File: src/rtl/execute_muldiv_if.sv
// execute_muldiv_if: request/response bundle between Execute and the multiply/divide unit
interface execute_muldiv_if #(
  parameter int XLEN = 32,
  parameter int TAG_WIDTH = 5
);
  logic flush;
  logic start;
  logic [2:0] op;
  logic [XLEN-1:0] operandA;
  logic [XLEN-1:0] operandB;
  logic [TAG_WIDTH-1:0] tagIn;
  logic busy;
  logic done;
  logic [XLEN-1:0] result;
  logic [TAG_WIDTH-1:0] tagOut;
  modport master (
    output flush, start, op, operandA, operandB, tagIn,
    input busy, done, result, tagOut
  );
  modport slave (
    input flush, start, op, operandA, operandB, tagIn,
    output busy, done, result, tagOut
  );
endinterface

File: src/rtl/execute_muldiv.sv
// execute_muldiv: multi-cycle RV32M/RV64M multiply (fixed-latency pipeline) and restoring divide unit
module execute_muldiv #(
  parameter int XLEN = 32,
  parameter int DIV_BITS = 1,
  parameter int MUL_LATENCY = 2,
  parameter int TAG_WIDTH = 5
) (
  input logic clock,
  input logic reset,
  execute_muldiv_if.slave bus
);
  localparam int ITERS = XLEN / DIV_BITS;
  localparam int STAGES = MUL_LATENCY > 1 ? MUL_LATENCY - 1 : 1;
  localparam int CW = $clog2(ITERS + 1);
  localparam logic [XLEN-1:0] MIN_INT = {1'b1, {(XLEN-1){1'b0}}};
  typedef enum logic [1:0] {IDLE, MUL, DIV, FIX} state_t;
  state_t state;
  logic [2:0] opReg;
  logic [TAG_WIDTH-1:0] tagReg;
  logic [CW-1:0] count;
  logic [XLEN-1:0] remReg, quoReg, divisorReg;
  logic quoNeg, remNeg;
  logic [2*XLEN-1:0] product;
  logic [2*XLEN-1:0] pipe [STAGES];
  logic aExt, bExt, divSigned, negA, negB, divByZero, overflow, fits;
  logic [XLEN-1:0] absA, absB, fastResult, stepRem, stepQuo, stepDivisor, quoFixed, remFixed;
  logic [XLEN:0] trial;

  function automatic logic [XLEN-1:0] mulPick(input logic [2*XLEN-1:0] p, input logic [2:0] o);
    return o[1:0] == 2'b00 ? p[XLEN-1:0] : p[2*XLEN-1:XLEN];
  endfunction

  // Sign-extended full-width product of the issuing operands (MULH: both signed, MULHSU: A only)
  assign aExt = (bus.op[1] ^ bus.op[0]) & bus.operandA[XLEN-1];
  assign bExt = (bus.op[1:0] == 2'b01) & bus.operandB[XLEN-1];
  assign product = {{XLEN{aExt}}, bus.operandA} * {{XLEN{bExt}}, bus.operandB};

  assign divSigned = ~bus.op[0];
  assign negA = divSigned & bus.operandA[XLEN-1];
  assign negB = divSigned & bus.operandB[XLEN-1];
  assign absA = negA ? -bus.operandA : bus.operandA;
  assign absB = negB ? -bus.operandB : bus.operandB;
  assign divByZero = bus.operandB == '0;
  assign overflow = divSigned && (bus.operandA == MIN_INT) && (&bus.operandB);
  assign fastResult = divByZero ? (bus.op[1] ? bus.operandA : '1) : (bus.op[1] ? '0 : bus.operandA);
  assign quoFixed = quoNeg ? -quoReg : quoReg;
  assign remFixed = remNeg ? -remReg : remReg;

  // Free-running product delay line; the FSM picks the stage that lines up with the accepted start
  always_ff @(posedge clock) begin
    pipe[0] <= product;
    for (int i = 1; i < STAGES; i++) pipe[i] <= pipe[i-1];
  end

  // DIV_BITS restoring steps; in IDLE the first step is seeded straight from the issuing operands
  always_comb begin
    stepRem = state == IDLE ? '0 : remReg;
    stepQuo = state == IDLE ? absA : quoReg;
    stepDivisor = state == IDLE ? absB : divisorReg;
    trial = '0;
    fits = 1'b0;
    for (int i = 0; i < DIV_BITS; i++) begin
      trial = {stepRem, stepQuo[XLEN-1]};
      fits = trial >= {1'b0, stepDivisor};
      stepQuo = {stepQuo[XLEN-2:0], fits};
      stepRem = fits ? XLEN'(trial - {1'b0, stepDivisor}) : trial[XLEN-1:0];
    end
  end

  // Control FSM with registered busy/done/result/tagOut; flush always wins
  always_ff @(posedge clock) begin
    if (reset) begin
      state <= IDLE;
      bus.busy <= 1'b0;
      bus.done <= 1'b0;
      bus.result <= '0;
      bus.tagOut <= '0;
    end else begin
      bus.done <= 1'b0;
      if (bus.flush) begin
        state <= IDLE;
        bus.busy <= 1'b0;
      end else begin
        case (state)
          IDLE: if (bus.start) begin
            opReg <= bus.op;
            tagReg <= bus.tagIn;
            if (!bus.op[2]) begin
              if (MUL_LATENCY == 1) begin
                bus.result <= mulPick(product, bus.op);
                bus.tagOut <= bus.tagIn;
                bus.done <= 1'b1;
              end else begin
                state <= MUL;
                bus.busy <= 1'b1;
                count <= '0;
              end
            end else if (divByZero || overflow) begin
              bus.result <= fastResult;
              bus.tagOut <= bus.tagIn;
              bus.done <= 1'b1;
            end else begin
              state <= DIV;
              bus.busy <= 1'b1;
              count <= CW'(1);
              remReg <= stepRem;
              quoReg <= stepQuo;
              divisorReg <= absB;
              quoNeg <= negA ^ negB;
              remNeg <= negA;
            end
          end
          MUL: if (count == CW'(MUL_LATENCY - 2)) begin
            state <= IDLE;
            bus.busy <= 1'b0;
            bus.done <= 1'b1;
            bus.result <= mulPick(pipe[STAGES-1], opReg);
            bus.tagOut <= tagReg;
          end else begin
            count <= count + 1'b1;
          end
          DIV: begin
            remReg <= stepRem;
            quoReg <= stepQuo;
            count <= count + 1'b1;
            if (count == CW'(ITERS - 1)) state <= FIX;
          end
          default: begin
            state <= IDLE;
            bus.busy <= 1'b0;
            bus.done <= 1'b1;
            bus.result <= opReg[1] ? remFixed : quoFixed;
            bus.tagOut <= tagReg;
          end
        endcase
      end
    end
  end
endmodule

File: src/flat_wrapper.sv
// flat-port wrapper written by rule: the top's interface ports become plain ports
module execute_muldiv_flat 
#(
  parameter int XLEN = 32,
  parameter int DIV_BITS = 1,
  parameter int MUL_LATENCY = 2,
  parameter int TAG_WIDTH = 5
)
  (clock, reset, bus_flush, bus_start, bus_op, bus_operandA, bus_operandB, bus_tagIn, bus_busy, bus_done, bus_result, bus_tagOut);
  execute_muldiv_if #(.XLEN(XLEN), .TAG_WIDTH(TAG_WIDTH)) bus_i ();
  input logic clock;
  input logic reset;
  input wire logic [$bits(bus_i.flush)-1:0] bus_flush;
  input wire logic [$bits(bus_i.start)-1:0] bus_start;
  input wire logic [$bits(bus_i.op)-1:0] bus_op;
  input wire logic [$bits(bus_i.operandA)-1:0] bus_operandA;
  input wire logic [$bits(bus_i.operandB)-1:0] bus_operandB;
  input wire logic [$bits(bus_i.tagIn)-1:0] bus_tagIn;
  output wire logic [$bits(bus_i.busy)-1:0] bus_busy;
  output wire logic [$bits(bus_i.done)-1:0] bus_done;
  output wire logic [$bits(bus_i.result)-1:0] bus_result;
  output wire logic [$bits(bus_i.tagOut)-1:0] bus_tagOut;
  assign bus_i.flush = bus_flush;
  assign bus_i.start = bus_start;
  assign bus_i.op = bus_op;
  assign bus_i.operandA = bus_operandA;
  assign bus_i.operandB = bus_operandB;
  assign bus_i.tagIn = bus_tagIn;
  assign bus_busy = bus_i.busy;
  assign bus_done = bus_i.done;
  assign bus_result = bus_i.result;
  assign bus_tagOut = bus_i.tagOut;
  execute_muldiv #(.XLEN(XLEN), .DIV_BITS(DIV_BITS), .MUL_LATENCY(MUL_LATENCY), .TAG_WIDTH(TAG_WIDTH)) u_core (.clock(clock), .reset(reset), .bus(bus_i));
endmodule
File: config.mk
export PLATFORM = sky130hd
export DESIGN_NAME = execute_muldiv_flat
export DESIGN_NICKNAME = d
export VERILOG_FILES = /design/src/rtl/execute_muldiv_if.sv /design/src/rtl/execute_muldiv.sv /design/src/flat_wrapper.sv
export SDC_FILE = /design/constraint.sdc
export NUM_CORES = 2
export LEC_CHECK = 0
export CAP_MARGIN = 30
export CORE_MARGIN = 3
export CORE_UTILIZATION = 55
export CTS_BUF_LIST = sky130_fd_sc_hd__clkbuf_2
export DETAILED_ROUTE_END_ITERATION = 10
export PLACE_DENSITY = 0.82
export SLEW_MARGIN = 20
export SYNTH_ARGS = -nofsm -noshare
export SYNTH_HDL_FRONTEND = slang
export SYNTH_SLANG_ARGS = --single-unit
File: constraint.sdc
create_clock -name clock -period 26.6 [get_ports clock]
set_input_delay 5.32 -clock clock [delete_from_list [all_inputs] [get_ports clock]]
set_output_delay 5.32 -clock clock [all_outputs]
set_load 0.01 [all_outputs]
* Yosys cells after proc, flatten, opt, wreduce, memory -nomap -nowiden
Memories as Yosys holds them, arrays and structs flattened.
Cells that the tools add are included.
Widths: inputs -> output; s select.
** Word-level totals
- Register bits after elaboration :: 152
- Bits in writable memories :: 64
- Input port bits :: 76
- Output and inout bits :: 39
- Word-level logic and storage cells :: 116
- Memories :: 1
** Memories
- u_core.pipe :: depth 1, width 64, read ports 1, clocked after memory_dff 0, write ports 1, RTL line execute_muldiv.sv:24 : logic [2*XLEN-1:0] pipe [STAGES];
** Cells by class
- Add/sub/neg operators :: 6
- Multipliers :: 1
- Order comparisons :: 1
- Equality and inequality tests :: 13
- Multiplexer cells :: 52
- Bitwise operators :: 11
- Reduce and logical (&&, ||, !) cells :: 18
** Operators by type and width (number)
- $mux 32 :: 23
- $neg 32->32 :: 4
- $pmux 32 s2 :: 2
- $pmux 32 s3 :: 1
- $mul 33x33->64 :: 1
- $ge 33x32->1 :: 1
- $eq 32x32->1 const B :: 1
- $logic_not 32->1 :: 1
- $reduce_and 32->1 :: 1
- $sub 32x32->32 :: 1
- $mux 6 :: 4
- $reduce_and 6->1 :: 4
- $mux 5 :: 4
- $pmux 6 s3 :: 1
- $pmux 5 s3 :: 1
- $reduce_and 4->1 :: 3
- $mux 2 :: 5
- $ne 2x2->1 const B :: 5
- $mux 1 :: 8
- $add 6x1->6 const B :: 1
- $eq 6x5->1 const B :: 1
- $logic_not 6->1 :: 1
- $pmux 1 s3 :: 2
- $pmux 2 s3 :: 1
- other kinds (13) :: 25

* Longest topological paths before layout
- Depth after elaboration :: 10
- Depth in mapped cells :: 34
- Depth with buffers taken out :: 29

* Worst setup path before layout
Ideal clock, no wire load.
- Path type :: in2reg
- Start point :: in bus_op[1]
- End point :: mem u_core.pipe[0][56] (netlist name)
- Library setup time :: 72 ps
- Arrival :: 13370 ps
- Data required time :: 26528 ps
- Slack :: 13157 ps
- Stages on the path :: 32
- Path buffers :: 5
- Cells stage by stage :: inv_1 clkbuf_1 ha_1 nor2b_1 clkbuf_1 clkbuf_1 nand2_1 inv_1 fa_1 fa_1 fa_1 inv_1 fa_1 inv_1 fa_1 fa_1 inv_1 fa_1 fa_1 inv_1 ha_1 clkbuf_1 and3_1 clkbuf_1 and3_1 o221ai_1 a31oi_1 a211oi_1 a21oi_1 a311o_1 a21oi_1 xnor2_1
** On the way
- Longest elaborated chain between the ends :: 3
- Elaborated cells on any way between the ends :: 5
- Classes of those cells :: mul: 1; eq/ne: 1; bitwise: 3
** Ends and longest elaborated chain
- start, declared :: RTL line flat_wrapper.sv:15 : input wire logic [$bits(bus_i.op)-1:0] bus_op;
- $eq 2x1->1 / $xor 1x1->1 (equally long branches) :: RTL line execute_muldiv.sv:35, execute_muldiv.sv:34
- $and 1x1->1 (on tied branches) :: RTL line execute_muldiv.sv:35, execute_muldiv.sv:34
- $mul 33x33->64 * :: RTL line execute_muldiv.sv:36 : assign product = {{XLEN{aExt}}, bus.operandA} * {{XLEN{bExt}}, bus.operandB};
- via u_core.product[56] :: RTL line execute_muldiv.sv:23 : logic [2*XLEN-1:0] product;
- end, declared :: RTL line execute_muldiv.sv:24
The timed path passes the listed nets; every way through them passes the cells marked *.

* Worst setup path in the final report
- Start point :: in bus_op[1]
- End point :: mem u_core.pipe[0][63] (netlist name)
The elaborated chain is that of the path after synthesis.

==> impl_metrics.ini <==
[detailed_routing]
dr.pass1.iters = 6
final_antenna_net_count = 0
routed_via_density = 5.869
wirelength_um = 150900
wl_per_cell_um = 21.74
drt-initial-drc-count = 4189
drc = 0
vias = 40720

[timing]
skew_ns = 0.06076
period_share_pct = 50.67
fin_ws_ns = 13.12
setup_violations = 0
tightest_slew_ns = 1.014
rsz0062_at_grt = no
final.setup.tns_ns = 0
period_minus_slack_ns = 13.48
whs_ns = 0.5055
max_freq_mhz = 74.19
slew_headroom_pct = 32.42
hold_viol = 0
slew_viol_final = 0

[yosys]
synth.distinct_cells = 76
synthArstFlopShare_pct = 0
syn_area_per_cell_sq_um = 8.983
synth_top_area_share_pct = 43.81
ys_seq_elements = 216
synthCells = 5728
yosysWarnings = 0
syn_area_sq_um = 51450
yosysTopAreaCell = fa_1
synth.yosys.seq_area_share_pct = 10.56
synth_ff_type = edfxtp_1
synth_area_leaders = fa_1 (44%), inv_1 (9.0%), nand2_1 (6.5%)
synth_edf_count = 111
synth_nets = 7186

[cts]
postCtsResizedCells = 0
cts_buffers = 59
cts_root_buf = clkbuf_2
hold_buffers = 0
cts_tree = done
clkTransAtPathRegs_ns = 0.13
clock_latency_ns = 0.98
cts_buffer_depth = 3
cts_htree_levels = 2
cts_setup_buffers = 0
cts.sinks = 216

[placed_design]
dp_hpwl_um = 112400
gp_congestion = 0.9610
dpl_worst_slack_ns = 12.22
place_area_sq_um = 53400
io_buffer_count = 114

[layout]
drive_gt1_share_pct = 5.060
finish.instance_area_sq_um = 53970
fin_nets = 7100
mostFrequentLayoutCells = inv_1 (1227), fa_1 (1126), nand2_1 (891)
area_growth_pct = 4.885
final_common_cell = inv_1
nFillCells = 7787

[die]
core_area_sq_um = 92220
dieArea_sq_um = 97260
start_util_pct = 55.80
dieHeight_um = 311.9
placementRows = 111
io_pins = 115
die_w_um = 311.9

[global_route]
grt_max_degree = 98
antenna_found_initial = 11
grt_first_pass_wirelength_um = 240300
first_global_vias = 43600
grtUsageTotal_pct = 31.51
gr-total-overflow = 0

[outcome]
status = finished, final reports clean

[critical_path]
cp.arrival_ns = 14.35
crit_path_start_kind = primary input
worstSetupEndpointType = flip-flop
worstPathMaxFanout = 31
slowest_delay_ns = 0.92
required_ns = 27.47
worst_path_max_delay_cell = fa_1
worstSetupPathType = in -> reg

[flow_run]
maxCapViolations = 0

[hold_path]
hold_class = reg -> reg
==> cells by family after synthesis <==
kind of cell	Yosys count	share of synthesized area (%)
mux	78	1.607
flops	216	10.56
compound gates	570	7.392
buf+inv	1577	11.57
simple gates	1666	14.71
xor+xnor	216	3.677
fa+ha+maj	1405	50.48
==> synthesized netlist by cell type (10+ instances only) <==
library cell and instances:
a221oi_1 19, edfxtp_1 111, o21a_1 19, nand3_1 30, a21oi_1 165, ha_1 256, nor3_1 58, or4_1 13
a21o_1 47, clkbuf_1 250, xnor2_1 120, mux2_2 37, o41ai_1 14, o21ai_0 102, or3_1 11, nand4_1 28
and3_1 10, o211ai_1 11, xor2_1 96, buf_1 84, a22oi_1 15, or2_2 13, a2111oi_0 12, maj3_1 23
a211oi_2 17, nor2b_1 46, and2_1 267, nor2_1 235, dfxtp_1 105, inv_1 1227, mux2i_1 41, a31oi_1 23
o31ai_1 28, a211oi_1 25, nand2b_1 22, fa_1 1126, nor4_1 21, nand2_1 891
==> critical path: cells and delay by family <==
family          cells  cell delay, ns
simple gates        5            0.75
buf+inv            10            2.11
mux                 1            0.19
fa+ha+maj          10            5.11
compound gates      4            0.83
==> final cells by class <==
class                   count  area [sq um]  area share (%)
inverters                1229          4613           8.548
repair buffers            201          1693           3.137
clock inverters            30         152.6          0.2828
multi-input cells        3935         40110           74.31
diodes                      3         7.507         0.01391
flip-flops and latches    216          5435           10.07
clock buffers              81         405.4          0.7512
well taps                1243          1555           2.882
==> per-stage QoR <==
step,cells,util [%]
after global placement,6821,57.86
after global routing,6937,58.52
after detailed placement,6824,57.91
final,6938,58.52
after floorplan,5728,-
after CTS,6935,58.51
==> worst paths after layout <==
kind / from / to / slack, ns / cells past startpoint
setup reg to reg: u_core.state[0] / u_core.remReg[23] / 21.09 / 17
hold reg to reg: u_core.bus.result[14] / u_core.bus.result[14] / 0.51 / 2
setup / recovery: bus_op[1] / u_core.pipe[0][63] / 13.12 / 30
hold / removal: u_core.bus.result[14] / u_core.bus.result[14] / 0.51 / 2
==> flip-flops by register name (all words and copies together), names as in the netlist <==
register / cells
u_core.bus.busy: 1
u_core.bus.done: 1
u_core.bus.result: 32
u_core.bus.tagOut: 5
u_core.count: 6
u_core.divisorReg: 32
u_core.opReg: 2
u_core.pipe: 64
u_core.quoNeg: 1
u_core.quoReg: 32
u_core.remNeg: 1
u_core.remReg: 32
u_core.state: 2
u_core.tagReg: 5
==> per-layer routing <==
metal  wire (um)  track usage (%)
met5          60                0
met3       18470            8.466
met1       56090            40.79
met2       67430            49.23
met4        8806            15.47
Power is not shown: default switching activity piles up to over one toggle a cycle in this logic, so the estimate is an artifact.
